$ cat src/rtl/ascon_pkg.sv
// Shared definitions for the Ascon serial-output collector: FSM encoding,
// tag width and a constant max helper used for sizing the capture window.
package ascon_pkg;

   localparam int TAG_W = 128;

   typedef enum logic [1:0] {
      ST_IDLE  = 2'd0,
      ST_WAIT  = 2'd1,
      ST_SHIFT = 2'd2,
      ST_HOLD  = 2'd3
   } colState_t;

   function automatic int max3(input int a, input int b, input int c);
      int m;
      m = a;
      if (b > m) m = b;
      if (c > m) m = c;
      return m;
   endfunction

endpackage

$ cat src/rtl/ascon_sipo.sv
// LSB-first serial-to-parallel capture: bit_in lands in q[index] when enabled.
// Indices at or beyond W match no bit position and are dropped.
module ascon_sipo #(
   parameter int W  = 40,
   parameter int IW = 8
) (
   input  logic          clk,
   input  logic          rst,
   input  logic          clear,
   input  logic          enable,
   input  logic [IW-1:0] index,
   input  logic          bit_in,
   output logic [W-1:0]  q
);

   // Clear on a new run, otherwise write the addressed bit only.
   always_ff @(posedge clk or posedge rst) begin
      if (rst) begin
         q <= '0;
      end else if (clear) begin
         q <= '0;
      end else if (enable) begin
         for (int j = 0; j < W; j++) begin
            if (index == IW'(j)) q[j] <= bit_in;
         end
      end
   end

endmodule

$ cat src/rtl/ascon_so_collector.sv
// Collects the Ascon core's serial ciphertext and tag after encryption_ready
// rises, presents them with a valid/ready handshake and flags overlapping runs.
// Optional feature macro: ASCON_TAG_CHECK_EN adds tag_expected / tag_match.
module ascon_so_collector
   import ascon_pkg::*;
#(
   parameter int Y    = 40,
   parameter int K    = 128,
   parameter int L    = 40,
   parameter int SKIP = 2
) (
   input  logic             clk,
   input  logic             rst,
   input  logic             encryption_readyxSI,
   input  logic             cipher_textxSI,
   input  logic             tagxSI,
   output logic [Y-1:0]     cipher_text,
   output logic [TAG_W-1:0] tag,
   output logic             out_valid,
   input  logic             out_ready,
   output logic             busy,
`ifdef ASCON_TAG_CHECK_EN
   output logic             overrun,
   input  logic [TAG_W-1:0] tag_expected,
   output logic             tag_match
`else
   output logic             overrun
`endif
);

   // Capture window covers the longest field; MAX >= 128 so IW >= 7.
   localparam int MAX = max3(max3(K, Y, L), TAG_W, 0);
   localparam int IW  = $clog2(MAX);
   localparam int CW  = (SKIP > 1) ? $clog2(SKIP + 1) : 1;

   colState_t     state, stateNext;
   logic [CW-1:0] waitCnt, waitCntNext;
   logic [IW-1:0] idx, idxNext;
   logic          readyPrev;
   logic          readyEdge;
   logic          clearCap;
   logic          shiftEn;
   logic          setOverrun;

   // History starts at 0, so a level already high after reset is an edge.
   assign readyEdge = encryption_readyxSI & ~readyPrev;
   assign out_valid = (state == ST_HOLD);
   assign busy      = (state != ST_IDLE);

   // State, counters, ready history and sticky overrun.
   always_ff @(posedge clk or posedge rst) begin
      if (rst) begin
         state     <= ST_IDLE;
         waitCnt   <= '0;
         idx       <= '0;
         readyPrev <= 1'b0;
         overrun   <= 1'b0;
      end else begin
         state     <= stateNext;
         waitCnt   <= waitCntNext;
         idx       <= idxNext;
         readyPrev <= encryption_readyxSI;
         if (setOverrun) overrun <= 1'b1;
      end
   end

   // Next state and capture controls; edges outside IDLE only raise overrun.
   always_comb begin
      stateNext   = state;
      waitCntNext = waitCnt;
      idxNext     = idx;
      clearCap    = 1'b0;
      shiftEn     = 1'b0;
      setOverrun  = 1'b0;
      case (state)
         ST_IDLE: begin
            if (readyEdge) begin
               clearCap    = 1'b1;
               idxNext     = '0;
               waitCntNext = CW'(SKIP);
               // With no idle gap the first bit is taken the very next cycle.
               stateNext   = (SKIP == 0) ? ST_SHIFT : ST_WAIT;
            end
         end
         ST_WAIT: begin
            setOverrun  = readyEdge;
            waitCntNext = waitCnt - CW'(1);
            if (waitCnt <= CW'(1)) stateNext = ST_SHIFT;
         end
         ST_SHIFT: begin
            setOverrun = readyEdge;
            shiftEn    = 1'b1;
            idxNext    = idx + IW'(1);
            if (idx == IW'(MAX - 1)) begin
               idxNext   = '0;
               stateNext = ST_HOLD;
            end
         end
         ST_HOLD: begin
            // A simultaneous edge is still ignored; the transfer completes.
            setOverrun = readyEdge;
            if (out_ready) stateNext = ST_IDLE;
         end
         default: stateNext = ST_IDLE;
      endcase
   end

   ascon_sipo #(.W(Y), .IW(IW)) ctCap (
      .clk    (clk),
      .rst    (rst),
      .clear  (clearCap),
      .enable (shiftEn),
      .index  (idx),
      .bit_in (cipher_textxSI),
      .q      (cipher_text)
   );

   ascon_sipo #(.W(TAG_W), .IW(IW)) tagCap (
      .clk    (clk),
      .rst    (rst),
      .clear  (clearCap),
      .enable (shiftEn),
      .index  (idx),
      .bit_in (tagxSI),
      .q      (tag)
   );

`ifdef ASCON_TAG_CHECK_EN
   logic [TAG_W-1:0] tagNext;

   // Tag value as it will be after this edge, so the registered match lines
   // up with out_valid including the cycle where the last bit lands.
   always_comb begin
      tagNext = tag;
      if (shiftEn) begin
         for (int j = 0; j < TAG_W; j++) begin
            if (idx == IW'(j)) tagNext[j] = tagxSI;
         end
      end
   end

   // Registered compare, forced low whenever out_valid will be low.
   always_ff @(posedge clk or posedge rst) begin
      if (rst) tag_match <= 1'b0;
      else     tag_match <= (stateNext == ST_HOLD) && (tagNext == tag_expected);
   end
`endif

endmodule

$ cat config.mk
export PLATFORM = sky130hd
export DESIGN_NAME = ascon_so_collector
export DESIGN_NICKNAME = d
export VERILOG_FILES = /design/src/rtl/ascon_pkg.sv /design/src/rtl/ascon_sipo.sv /design/src/rtl/ascon_so_collector.sv
export SDC_FILE = /design/constraint.sdc
export NUM_CORES = 1
export LEC_CHECK = 0
export ABC_AREA = 1
export BUFFER_PORTS_ARGS = -buffer_cell sky130_fd_sc_hd__buf_2
export CAP_MARGIN = 30
export CELL_PAD_IN_SITES_DETAIL_PLACEMENT = 0
export CELL_PAD_IN_SITES_GLOBAL_PLACEMENT = 1
export CORE_MARGIN = 2
export CORE_UTILIZATION = 40
export DETAILED_ROUTE_END_ITERATION = 10
export PLACE_DENSITY = 0.76
export SYNTH_ARGS = -nofsm -noshare
export SYNTH_HDL_FRONTEND = slang
export SYNTH_SLANG_ARGS = --single-unit
$ cat constraint.sdc
create_clock -name clk -period 6.5 [get_ports clk]
set_input_delay 0.325 -clock clk [delete_from_list [all_inputs] [get_ports clk]]
set_output_delay 0.325 -clock clk [all_outputs]
set_load 0.05 [all_outputs]
Yosys cells after proc, flatten, opt, wreduce, memory -nomap -nowiden
Index checks and enable logic that the tools add are counted.
{"block": "classes", "n_bitwise": 2, "n_lt_le_gt_ge": 1, "reduce_logical": 266, "n_addsub": 2, "n_mux": 186, "eq_ne": 134}
{"cell": "$eq A7 B7 Y1 const B", "count": 64}
{"cell": "$reduce_bool A2 Y1", "count": 132}
{"cell": "$reduce_and A2 Y1", "count": 130}
{"cell": "$mux W128", "count": 2}
{"cell": "$eq A7 B6 Y1 const B", "count": 32}
{"cell": "$mux W1", "count": 172}
{"cell": "$eq A7 B5 Y1 const B", "count": 16}
{"cell": "$mux W40", "count": 2}
{"cell": "$eq A7 B4 Y1 const B", "count": 8}
{"cell": "$eq A7 B3 Y1 const B", "count": 4}
{"cell": "$eq A7 B2 Y1 const B", "count": 2}
{"cell": "$mux W7", "count": 2}
{"cell": "$pmux W7 S2", "count": 1}
{"cell": "$mux W2", "count": 5}
{"cell": "$pmux W2 S4", "count": 1}
{"cell": "$add A7 B1 Y7 const B", "count": 1}
{"cell": "$eq A7 B1 Y1 const B", "count": 1}
{"cell": "$logic_not A7 Y1", "count": 1}
{"cell": "$ne A2 B2 Y1 const B", "count": 3}
{"cell": "$eq A2 B2 Y1 const B", "count": 2}
{"cell": "$pmux W2 S2", "count": 1}
{"cell": "$reduce_and A4 Y1", "count": 1}
{"cell": "$reduce_or A3 Y1", "count": 1}
{"cell": "$eq A2 B1 Y1 const B", "count": 1}
{"cell": "6 further kinds", "count": 6}
{"block": "totals", "out_inout_bits": 171, "inputBits": 6, "ff_bits": 181}

Longest topological paths before layout
Gate-level depths: netlist of the first run.
{"block": "logic_depth", "word_depth": 6, "depth_mapped": 10, "depth_no_buf": 9}

Cells and area by module
Synthesis of the first run repeated with hierarchy kept, for this count alone.
{"block": "unflattened", "cells_unflattened": 1423, "area_unflattened_um2": 9984.6}
{"mod": "ascon_sipo (tagCap)", "cells_per_inst": 984, "instances": 1, "area_each_um2": 6860.3, "seq_area_each_um2": 3203.1}
{"mod": "ascon_sipo (ctCap)", "cells_per_inst": 337, "instances": 1, "area_each_um2": 2321.0, "seq_area_each_um2": 1001.0}
{"mod": "ascon_so_collector", "cells_per_inst": 102, "instances": 1, "area_each_um2": 803.3, "seq_area_each_um2": 325.3}

Worst setup path after synthesis of the first run
No wires, ideal clock.
{"block": "synth_timing", "kind": "reg-to-reg", "startpoint": "register state[0]", "endpoint": "register idx[5]", "n_path_buf": 0, "slack_ps": 4862, "required_ps": 6429, "path_stages_with_launch": 10, "setup_ps": 71, "arrival_time_ps": 1566, "path_cell_list": "dfrtp_1 -> inv_1 -> ha_1 -> inv_1 -> nand2_1 -> nand2_2 -> nand3_1 -> nand2_1 -> nand2_1 -> nor2_1"}
{"block": "synth_between", "elab_chain_cells": 3, "word_cells_on_any_way": 6}
{"item": "start, declared", "line": "ascon_so_collector.sv:36", "text": "colState_t state, stateNext;"}
{"item": "start signal, assigned", "line": "ascon_so_collector.sv:59", "text": "state <= stateNext;"}
{"item": "$eq A2 B2 Y1 or $logic_not A2 Y1 (tied branches)", "line": "ascon_so_collector.sv:75", "text": "case (state)"}
{"item": "$reduce_bool A2 Y1 (no source line) or $ne A2 B2 Y1 (tied branches)"}
{"item": "$reduce_and A2 Y1 (no source line)"}
{"item": "end signal, assigned", "line": "ascon_so_collector.sv:61", "text": "idx <= idxNext;"}
{"item": "end, declared", "line": "ascon_so_collector.sv:38", "text": "logic [IW-1:0] idx, idxNext;"}
Several ways; a longest one is shown, not always the timed one.
A chain may end at the register's enable or synchronous reset.

Final worst setup path of the first run
{"block": "layout_timing", "startpoint": "register state[0]", "endpoint": "register tagCap.q[43]"}
{"block": "layout_between", "elab_chain_cells": 4, "word_cells_on_any_way": 8}
{"item": "$eq A2 B2 Y1 or $logic_not A2 Y1 (tied branches)", "line": "ascon_so_collector.sv:75"}
{"item": "$mux W1", "line": "ascon_so_collector.sv:75"}
{"item": "$reduce_bool A2 Y1 (no source line)"}
{"item": "$reduce_and A2 Y1 (no source line)"}
{"item": "end signal, assigned by index", "line": "ascon_sipo.sv:24", "text": "if (index == IW'(j)) q[j] <= bit_in;"}
{"item": "end, declared", "line": "ascon_sipo.sv:13", "text": "output logic [W-1:0] q"}
Several ways; a longest one is shown, not always the timed one.

==> results.tsv, run 1 <==
stage	metric	value	unit
outcome	status	complete, no violations	
finish	design_area	10300	um^2
worst_setup_path	cp_max_fo	80	
sta	min_period	2.69	ns
sta	finalCritPeriodShare	41.4	%
worst_setup_path	cp-start-kind	flop	
detailed_routing	drc_errors	0	
yosys	syn-instance-count	1090	
yosys	synth-xor-area-share	0	%
worst_setup_path	r2r_start	state[0]	
sta	finClkSkew	0.0131	ns
die	start_util	41.1	%
clocking	clkLatencyLatePin	0.43	ns
worst_setup_path	r2r_cells	9	
pwr	ir_drop	0.186	mV
placement	dpl_cell_area	9710	um^2
sta	worst_slew_pin_slew	0.922	ns
detailed_routing	routed-via-count	7492	
yosys	yosysSeqAreaShare	52.1	%
yosys	synth_compound_area_share	8.35	%
finish	fin_util	48.7	%
grt	grt_max_degree	88	
detailed_routing	drt_iter0_drc	510	
clocking	cts_root_buffer	clkbuf_16	
die	coreArea	21200	um^2
yosys	synth.largest_area_cell	dfrtp_1	
run	cap_violations	0	
die	die_h	151	um
detailed_routing	drtAntennaViolNets	0	
clocking	cts.repair.resized	0	
sta	setup_violations	0	
worst_setup_path	crit_path_max_incr_delay	0.74	ns
grt	track_usage	22.5	%
grt	gr-total-overflow	0	
placement	dpl.hpwl	17.1	mm
grt	antenna_found_initial	0	
yosys	ys_types	29	
yosys	synth-adder-area-share	1.44	%
detailed_routing	drt-total-wl	25.2	mm
pwr	p_total	3.30	mW
yosys	synth_simple_gate_area_share	28.8	%
finish	area_growth	18.6	%
die	num_rows	53	
finish	drive_gt1_share	21.1	%
worst_setup_path	path_cells	inv_1, ha_1, nand3_4, buf_4, buf_4, nand2_1, o21ai_0, nand2_1, inv_1	
yosys	syn_area	8690	um^2
clocking	cts.sinks	181	
yosys	syn_avg_cell_area	7.97	um^2
clocking	h-tree-depth	4	
sta	slew_violations	0	
clocking	cts_tree	done	
yosys	synth_seq_cells	181	
finish	finalNetCount	1258	
clocking	cts_hold_buffers	0	
placement	place_congestion	0.811	
clocking	clk_pin_slew	0.07	ns
pwr	leakagePower	6.06	nW
clocking	post_cts_buffers	0	
grt	grt_pass1_vias	6973	
clocking	cts_buffer_depth	2	
worst_setup_path	r2r_slack	3.81	ns
sta	max_freq	0.372	GHz
worst_setup_path	cp_slowest_cell	buf_4	
yosys	synth_nets	1106	
grt	grt_pass1_wl	39.2	mm
yosys	synth_top_family_by_area	simple AND/OR/NAND/NOR gates	
sta	rsz0062_at_grt	no	
pwr	power-per-cell-area	320	nW/um^2
die	dieArea	22900	um^2
placement	portBuffers	176	
worst_setup_path	arrival	3.06	ns
sta	tns	0	ns
worst_setup_path	cp-end-kind	flop	
worst_setup_path	r2r_end	tagCap.q[43]	
hold_path	holdCritPathClass	in -> async	
detailed_routing	wl_per_cell	16.5	um
yosys	synth_mux_area_share	0.130	%
clocking	cts_buffers	17	
die	dieWidth	151	um
worst_setup_path	required	6.87	ns
die	io_pins	177	
sta	hold_viol	0	
detailed_routing	viasPerCell	4.90	
sta	hold_slack	0.0113	ns
yosys	synth_area_leaders	dfrtp_1 52%, nand2_1 16%, nand3_1 7.0%	
yosys	synth_top_area_share	52.1	%
detailed_routing	dr.pass1.iters	5	
sta	slew_headroom	38.5	%
finish	diodes	0	
finish	fillers	2104	
yosys	yosys_warnings	0	
worst_setup_path	path_class	reg -> reg	
synth_stat cells (all sizes together):
cell and count:
nand2 368, dfrtp 181, inv 142, o21ai 140, nand3 129, nor2 61, buf 34, clkbuf 15
ha 10, a21oi 2, nand4 2, nor3 2, a22oi 1, mux2 1, o21bai 1, or2 1
power breakdown:
part	switching, mW	total, mW	internal [mW]
combinational	0.743	0.936	0.193
sequential	0.0785	1.30	1.23
clock	0.439	1.06	0.622
total	1.26	3.30	2.04
critical path: cells and delay by family, from the launching register on:
| family | cells | cell delay, ns |
|---|---|---|
| AO/OA/AOI/OAI | 1 | 0.12 |
| adder cells (fa/ha/maj) | 1 | 0.28 |
| buffers and inverters | 4 | 1.42 |
| flip-flops | 1 | 0.40 |
| AND/OR/NAND/NOR | 3 | 0.32 |
worst max-delay path by stage:
| stage | start | endpoint | slack [ns] | cells past startpoint |
|---|---|---|---|---|
| 3_3_place_gp | state[0] | tagCap.q[60] | 3.88 | 7 |
| 6_report | state[0] | tagCap.q[43] | 3.81 | 9 |
| 3_5_place_dp | state[1] | tagCap.q[43] | 3.86 | 9 |
| 5_1_grt | state[1] | tagCap.q[43] | 3.57 | 9 |
| 4_1_cts | state[1] | tagCap.q[43] | 3.81 | 9 |
| 2_1_floorplan | rst | ctCap.q[0] | 1.26 | 1 |
logic make-up after synthesis:
family	Yosys count
muxes	1
and+or+nand+nor	563
buffers and inverters	191
adders and majority gates	10
DFF	181
AOI/OAI and AO/OA	144
state kept, by name, indices dropped and copies added, names as in the netlist:
name and count:
state 2, idx 7, ctCap.q 40, readyPrev 1
overrun 1, waitCnt 2, tagCap.q 128
placed cells by master, fill, tap and decap left out, drive strengths merged, types with 3 or more instances in the layout:
| cell type | n |
|---|---|
| buf | 182 |
| nand3 | 129 |
| dfrtp | 181 |
| ha | 10 |
| clkinvlp | 3 |
| inv | 142 |
| bufinv | 3 |
| clkbuf | 22 |
| nand2 | 368 |
| o21ai | 140 |
| nor2 | 61 |
final cells by class:
class	count	area, um^2	share of cell area [%]
Sequential cell	181	4530	44.0
Multi-Input combinational cell	718	3370	32.7
Timing Repair Buffer	182	926	8.99
Inverter	142	543	5.27
Clock buffer	22	464	4.51
Tap cell	275	344	3.34
Clock inverter	8	126	1.23
stage by stage:
stage               cells  worst slack, ns
global route         1528             3.57
finish               1528             3.81
floorplan            1090             1.26
detailed placement   1498             3.86
global placement     1498             3.88
CTS                  1528             3.81
routing by layer:
metal,global-route usage (%),vias up,routed length (um)
li1,-,3721,-
met1,32.7,3548,12100
met2,33.7,188,11300
met3,3.98,35,1190
met4,7.99,0,624
met5,0,-,0
(Power assumes the default switching activity.)
==> run 2, diff against run 1 <==
--- a/config.mk
+++ b/config.mk
@@ -11,9 +11,9 @@
 export CELL_PAD_IN_SITES_DETAIL_PLACEMENT = 0
 export CELL_PAD_IN_SITES_GLOBAL_PLACEMENT = 1
 export CORE_MARGIN = 2
-export CORE_UTILIZATION = 40
+export CORE_UTILIZATION = 36
 export DETAILED_ROUTE_END_ITERATION = 10
-export PLACE_DENSITY = 0.76
+export PLACE_DENSITY = 0.72
 export SYNTH_ARGS = -nofsm -noshare
 export SYNTH_HDL_FRONTEND = slang
 export SYNTH_SLANG_ARGS = --single-unit
==> constraint.sdc (replaced) <==
create_clock -name clk -period 2.3 [get_ports clk]
set_input_delay 0.115 -clock clk [delete_from_list [all_inputs] [get_ports clk]]
set_output_delay 0.115 -clock clk [all_outputs]
set_load 0.05 [all_outputs]
==> run 2 against run 1 <==
  * Power rose to 2.9 times the previous value
  * Critical path type unchanged
  * Clock skew fell by 0.0014 ns
  * Fmax rose by 36%
  * Clock-buffer cell count fell by 4
  * Via count rose by 1.2%
==> results.tsv, run 2 (synthesis results as in run 1) <==
stage	metric	value	unit	change
outcome	status	complete, no violations		unchanged
hold_path	holdCritPathClass	in -> reg		was in -> async
clocking	cts_root_buffer	clkbuf_16		unchanged
finish	instances_no_fill	1594		was 1528
hold_path	min_from	out_ready		
pwr	ir_drop	0.511	mV	was 0.186 mV
grt	antenna_found_initial	0		unchanged
finish	final_common_cell	nand2_1		unchanged
detailed_routing	drt-total-wl	26.2	mm	was 25.2 mm
hold_path	min_delay_worst_endpoint	state[0]		
worst_setup_path	r2r_start	state[1]		was state[0]
finish	largest_reg_flops	128		unchanged
clocking	cts_hold_buffers	2		was 0
die	start_util	36.8	%	was 41.1%
sta	hold_viol	0		unchanged
placement	dpl.hpwl	18.2	mm	was 17.1 mm
clocking	cts_buffer_depth	2		unchanged
worst_setup_path	crit_path_max_incr_delay	0.42	ns	was 0.74 ns
finish	diodes	0		unchanged
grt	grt_pass1_wl	41.1	mm	was 39.2 mm
finish	area_growth	21.9	%	was 18.6%
pwr	netSwitchingFraction	40.0	%	was 38.2%
worst_setup_path	crit_buf_inv	3		was 4
clocking	post_cts_buffers	0		unchanged
die	num_rows	56		was 53
pwr	clkPwrFrac	31.7	%	was 32.1%
detailed_routing	routed-via-count	7584		was 7492
clocking	cts_buffers	17		unchanged
worst_setup_path	r2r_end	ctCap.q[9]		was tagCap.q[43]
pwr	pwr-share-comb	29.3	%	was 28.3%
die	dieWidth	159	um	was 151 um
placement	placedCellCount	1560		was 1498
finish	largest-register	tagCap.q		unchanged
grt	grt_max_degree	88		unchanged
detailed_routing	wl_per_cell	16.4	um	was 16.5 um
sta	min_period	1.98	ns	was 2.69 ns
finish	layout_common_cells	361 x nand2_1, 181 x dfrtp_1, 176 x buf_2		unchanged
grt	grt_pass1_vias	7003		was 6973
clocking	cts.repair.resized	0		unchanged
clocking	clkLatencyLatePin	0.44	ns	was 0.43 ns
die	dieArea	25400	um^2	was 22900 um^2
placement	portBuffers	176		unchanged
clocking	clk_pin_slew	0.08	ns	was 0.07 ns
grt	gr-total-overflow	0		unchanged
detailed_routing	drtAntennaViolNets	0		unchanged
run	cap_violations	0		unchanged
worst_setup_path	path_class	reg -> reg		unchanged
detailed_routing	drc_errors	0		unchanged
sta	slew_violations	0		unchanged
worst_setup_path	arrival	2.28	ns	was 3.06 ns
placement	place_congestion	0.804		was 0.811
pwr	switchingPower	3.78	mW	was 1.26 mW
sta	worst_slew_pin_slew	0.597	ns	was 0.922 ns
worst_setup_path	crit_path_start	state[1]		was state[0]
die	io_pins	177		unchanged
grt	track_usage	20.7	%	was 22.5%
die	coreArea	23600	um^2	was 21200 um^2
pwr	power-per-cell-area	893	nW/um^2	was 320 nW/um^2
hold_path	holdPathStages	7		
clocking	cts_tree	done		unchanged
worst_setup_path	r2r_slack	0.32	ns	was 3.81 ns
worst_setup_path	cp_top_family	buffers and inverters		unchanged
detailed_routing	dr.pass1.iters	6		was 5
worst_setup_path	r2r_cells	7		was 9
sta	hold_slack	0.121	ns	was 0.0113 ns
worst_setup_path	cp_slowest_cell	dfrtp_1		was buf_4
finish	top_regs	tagCap.q: 128 flops, ctCap.q: 40 flops, idx: 7 flops		unchanged
worst_setup_path	cp_max_fo	64		was 80
sta	max_freq	0.506	GHz	was 0.372 GHz
finish	drive_gt1_share	22.6	%	was 21.1%
worst_setup_path	required	2.61	ns	was 6.87 ns
pwr	power_frac_seq	39.0	%	was 39.5%
sta	setup_violations	0		unchanged
clocking	h-tree-depth	4		unchanged
pwr	leakagePower	6.19	nW	was 6.06 nW
pwr	p_int	5.68	mW	was 2.04 mW
sta	finClkSkew	0.0117	ns	was 0.0131 ns
worst_setup_path	cp-start-kind	flop		unchanged
sta	slew_headroom	60.2	%	was 38.5%
finish	finalNetCount	1278		was 1258
clocking	cts.sinks	181		unchanged
sta	rsz0062_at_grt	no		unchanged
die	die_h	159	um	was 151 um
detailed_routing	viasPerCell	4.76		was 4.90
detailed_routing	drt_iter0_drc	556		was 510
sta	finalCritPeriodShare	85.9	%	was 41.4%
worst_setup_path	path_cells	inv_1, ha_1, nand3_4, buf_12, nand2_1, buf_4, o21ai_0		was inv_1, ha_1, nand3_4, buf_4, buf_4, nand2_1, o21ai_0, nand2_1, inv_1
worst_setup_path	cp-end-kind	flop		unchanged
## run 2: cell types whose count changed in the layout (fill, tap and decap cells not counted), sizes merged
cell         before  now
buf             182  200
bufinv            3    1
clkbuf           22   18
dlygate4sd3       0    2
inv             142  150
## run 2: worst reg2reg max path, delay by kind of cell (launching register included)
family	cells	cell delay [ns]
buf+inv	3	0.63
flops	1	0.42
simple gates	2	0.33
fa+ha+maj	1	0.29
compound gates	1	0.18
## run 2: routing by layer
metal  routed length [um]  vias to the layer above  GRT usage (%)  share of wire, %
li1                     -                     3777              -                 -
met1                12600                     3582           29.9                48
met2                12100                      195           31.8                46
met3                  967                       30           3.20               3.7
met4                  585                        0           7.15               2.2
met5                    0                        -              0                 0
## run 2: how the worst max path moves through the flow
stage	end	slack, ns	cells past startpoint
floorplan	ctCap.q[0]	-0.14	1
CTS	tagCap.q[22]	0.34	8
global placement	tagCap.q[124]	0.37	9
detailed placement	tagCap.q[22]	0.34	8
finish	ctCap.q[9]	0.32	7
global route	ctCap.q[9]	0.13	7
## run 2: area by class of cell
class / count / area, um^2
Inverter: 142 / 542
Tap cell: 319 / 399
Sequential cell: 181 / 4530
Multi-Input combinational cell: 718 / 3370
Clock buffer: 18 / 439
Fill cell: 2378 / 13000
Timing Repair Buffer: 202 / 1160
Clock inverter: 14 / 156
## run 2: power by group through the flow
stage,logic (mW),clock network [mW],registers (mW)
global placement,2.77,0,3.75
finish,2.77,3.00,3.69
CTS,2.80,3.05,3.69
floorplan,1.31,0,4.45
global route,3.00,3.19,3.72
detailed placement,2.79,0,3.75
## run 2: per-stage QoR
step | total power, mW | util (%) | setup WS, ns | TNS [ns] | cell area [um^2]
after floorplan | 5.76 | - | -0.138 | -24.90 | 8690
after global placement | 6.52 | 42.2 | 0.371 | 0 | 9980
after detailed placement | 6.54 | 42.2 | 0.339 | 0 | 9980
after CTS | 9.54 | 44.9 | 0.337 | 0 | 10600
after global routing | 9.91 | 44.9 | 0.125 | 0 | 10600
final | 9.46 | 44.9 | 0.324 | 0 | 10600
==> run 3, diff against run 2 <==
--- a/config.mk
+++ b/config.mk
@@ -14,6 +14,7 @@
 export CORE_UTILIZATION = 36
 export DETAILED_ROUTE_END_ITERATION = 10
 export PLACE_DENSITY = 0.72
+export REMOVE_ABC_BUFFERS = 1
 export SYNTH_ARGS = -nofsm -noshare
 export SYNTH_HDL_FRONTEND = slang
 export SYNTH_SLANG_ARGS = --single-unit
==> constraint.sdc (replaced) <==
create_clock -name clk -period 2.3 [get_ports clk]
set_input_delay 0.115 -clock clk [delete_from_list [all_inputs] [get_ports clk]]
set_output_delay 0.115 -clock clk [all_outputs]
set_load 0.005 [all_outputs]
==> run 3 against run 2 <==
  * Final area is 0.60% lower
  * Critical path depth is 1 higher
  * Sequential share of layout area up 0.26 points
  * Clock power fell by 5%
  * Clock skew fell by 0.0010 ns
  * Global-route usage is 0.10 points higher
  * Final cell count down 0.31%
  * Flip-flop and latch count unchanged
  * Power is 11% lower
  * Clock-buffer cell count rose by 2
  * Sequential power about the same
  * Combinational power fell by 30%
  * Critical endpoint is now tagCap.q[89]
  * Largest cell class unchanged
  * Largest power group unchanged
  * Highest routed layer unchanged
==> results.tsv, run 3 (synthesis results as in run 1) <==
stage	metric	value	unit	change
worst_setup_path	cp-start-kind	flop		unchanged
grt	grt_pass1_vias	7260		was 7003
sta	slew_violations	0		unchanged
grt	grt_pass1_wl	41.3	mm	was 41.1 mm
placement	portBuffers	176		unchanged
finish	diodes	0		unchanged
finish	layout_common_cells	361 x nand2_1, 181 x dfrtp_1, 176 x buf_2		unchanged
detailed_routing	wl_per_cell	16.5	um	was 16.4 um
pwr	power-per-cell-area	800	nW/um^2	was 893 nW/um^2
finish	drive_gt1_share	22.2	%	was 22.6%
detailed_routing	drc_errors	0		unchanged
hold_path	holdCritPathClass	in -> reg		unchanged
finish	largest-register	tagCap.q		unchanged
detailed_routing	routed-via-count	7527		was 7584
worst_setup_path	arrival	2.42	ns	was 2.28 ns
run	cap_violations	0		unchanged
sta	rsz0062_at_grt	no		unchanged
sta	max_freq	0.477	GHz	was 0.506 GHz
placement	dpl.hpwl	18.1	mm	was 18.2 mm
finish	largest_reg_flops	128		unchanged
clocking	cts_buffers	17		unchanged
clocking	cts_root_buffer	clkbuf_16		unchanged
grt	gr-total-overflow	0		unchanged
worst_setup_path	path_class	reg -> reg		unchanged
worst_setup_path	crit_path_start	state[0]		was state[1]
placement	post-place-ws	0.205	ns	was 0.339 ns
die	coreArea	23600	um^2	unchanged
detailed_routing	drt-total-wl	26.1	mm	was 26.2 mm
hold_path	min_from	tagxSI		was out_ready
detailed_routing	viasPerCell	4.74		was 4.76
die	io_pins	177		unchanged
worst_setup_path	cp-end-kind	flop		unchanged
placement	dpl_cell_area	9950	um^2	was 9980 um^2
worst_setup_path	r2r_cells	8		was 7
clocking	cts_buffer_depth	2		unchanged
worst_setup_path	crit_path_max_incr_delay	0.41	ns	was 0.42 ns
die	start_util	36.8	%	unchanged
sta	setup_ws	0.202	ns	was 0.324 ns
sta	min_period	2.10	ns	was 1.98 ns
pwr	ir_drop	0.411	mV	was 0.511 mV
finish	design_area	10500	um^2	was 10600 um^2
clocking	cts_hold_buffers	2		unchanged
worst_setup_path	cp_slowest_cell	dfrtp_1		unchanged
die	dieWidth	159	um	unchanged
pwr	p_total	8.43	mW	was 9.46 mW
clocking	cts.repair.resized	0		unchanged
grt	antenna_found_initial	0		unchanged
die	dieArea	25400	um^2	unchanged
pwr	leakagePower	6.15	nW	was 6.19 nW
grt	grt_max_degree	83		was 88
sta	slew_headroom	59.7	%	was 60.2%
worst_setup_path	required	2.62	ns	was 2.61 ns
detailed_routing	dr.pass1.iters	5		was 6
worst_setup_path	r2r_end	tagCap.q[89]		was ctCap.q[9]
clocking	post_cts_buffers	0		unchanged
sta	finalCritPeriodShare	91.2	%	was 85.9%
worst_setup_path	r2r_start	state[0]		was state[1]
clocking	clkLatencyLatePin	0.43	ns	was 0.44 ns
detailed_routing	drt_iter0_drc	447		was 556
finish	top_regs	tagCap.q: 128 flops, ctCap.q: 40 flops, idx: 7 flops		unchanged
clocking	h-tree-depth	4		unchanged
hold_path	holdPathStages	3		was 7
clocking	cts.sinks	181		unchanged
die	die_h	159	um	unchanged
clocking	clk_pin_slew	0.07	ns	was 0.08 ns
sta	worst_slew_pin_slew	0.604	ns	was 0.597 ns
outcome	status	complete, no violations		unchanged
finish	finalNetCount	1275		was 1278
finish	area_growth	21.2	%	was 21.9%
sta	finClkSkew	0.0106	ns	was 0.0117 ns
worst_setup_path	critPathMostFrequentCell	inv_1		
placement	place_congestion	0.868		was 0.804
clocking	cts_tree	done		unchanged
sta	setup_violations	0		unchanged
finish	final_common_cell	nand2_1		unchanged
worst_setup_path	path_cells	inv_1, ha_1, nand3_4, nand2_4, inv_1, buf_4, o21ai_0, inv_1		was inv_1, ha_1, nand3_4, buf_12, nand2_1, buf_4, o21ai_0
worst_setup_path	cp_max_fo	41		was 64
die	num_rows	56		unchanged
grt	track_usage	20.8	%	was 20.7%
finish	fin_util	44.6	%	was 44.9%
hold_path	min_delay_worst_endpoint	tagCap.q[6]		was state[0]
worst_setup_path	r2r_slack	0.20	ns	was 0.32 ns
detailed_routing	drtAntennaViolNets	0		unchanged
sta	hold_viol	0		unchanged
==> run 3: cell types whose count changed in the layout (fill, tap and decap cells not counted), moves of 2 or more <==
cell and change:
inv_6 -4, clkinv_4 +2, inv_8 -2, buf_4 -2
==> run 3: worst max-delay path by stage <==
stage	end	slack, ns	cells after the start
after floorplan	ctCap.q[0]	-2.73	1
after global placement	tagCap.q[63]	0.32	8
after detailed placement	tagCap.q[89]	0.20	8
after CTS	tagCap.q[89]	0.20	8
after global routing	tagCap.q[90]	0.008	8
final	tagCap.q[89]	0.20	8
==> run 3: worst max-delay path: cells and delay by family (launching register included) <==
family / cells / cell delay, ns
flops: 1 / 0.41
fa+ha+maj: 1 / 0.30
buf+inv: 4 / 0.51
compound gates: 1 / 0.24
simple gates: 2 / 0.51
==> run 3: through the flow <==
step                cells  setup TNS (ns)  hold slack [ns]
global route         1589               0           0.0968
CTS                  1589               0           0.0817
floorplan            1041         -796.61            0.146
detailed placement   1557               0            0.255
global placement     1557               0            0.254
finish               1589               0            0.106
==> run 3: layout make-up <==
cell class,instances,area (um^2)
Clock inverter,10,101
Multi-Input combinational cell,718,3370
Fill cell,2484,13100
Sequential cell,181,4530
Inverter,142,546
Tap cell,319,399
Timing Repair Buffer,199,1120
Clock buffer,20,457
==> run 3: layer usage <==
metal	routed length (um)	vias up	share of wire, %	track usage, %
met4	447	0	1.7	6.40
met3	1550	25	5.9	5.08
met1	12400	3545	47	28.8
met5	0	-	0	0
met2	11700	192	45	32.4
li1	-	3765	-	-
==> run 3: power breakdown <==
group          switching, mW  leakage (nW)  total [mW]  internal [mW]
Clock                   1.29         0.265        2.84           1.55
Sequential             0.194          2.50        3.66           3.46
Combinational           1.32          3.39        1.93          0.612
Total                   2.80          6.15        8.43           5.62
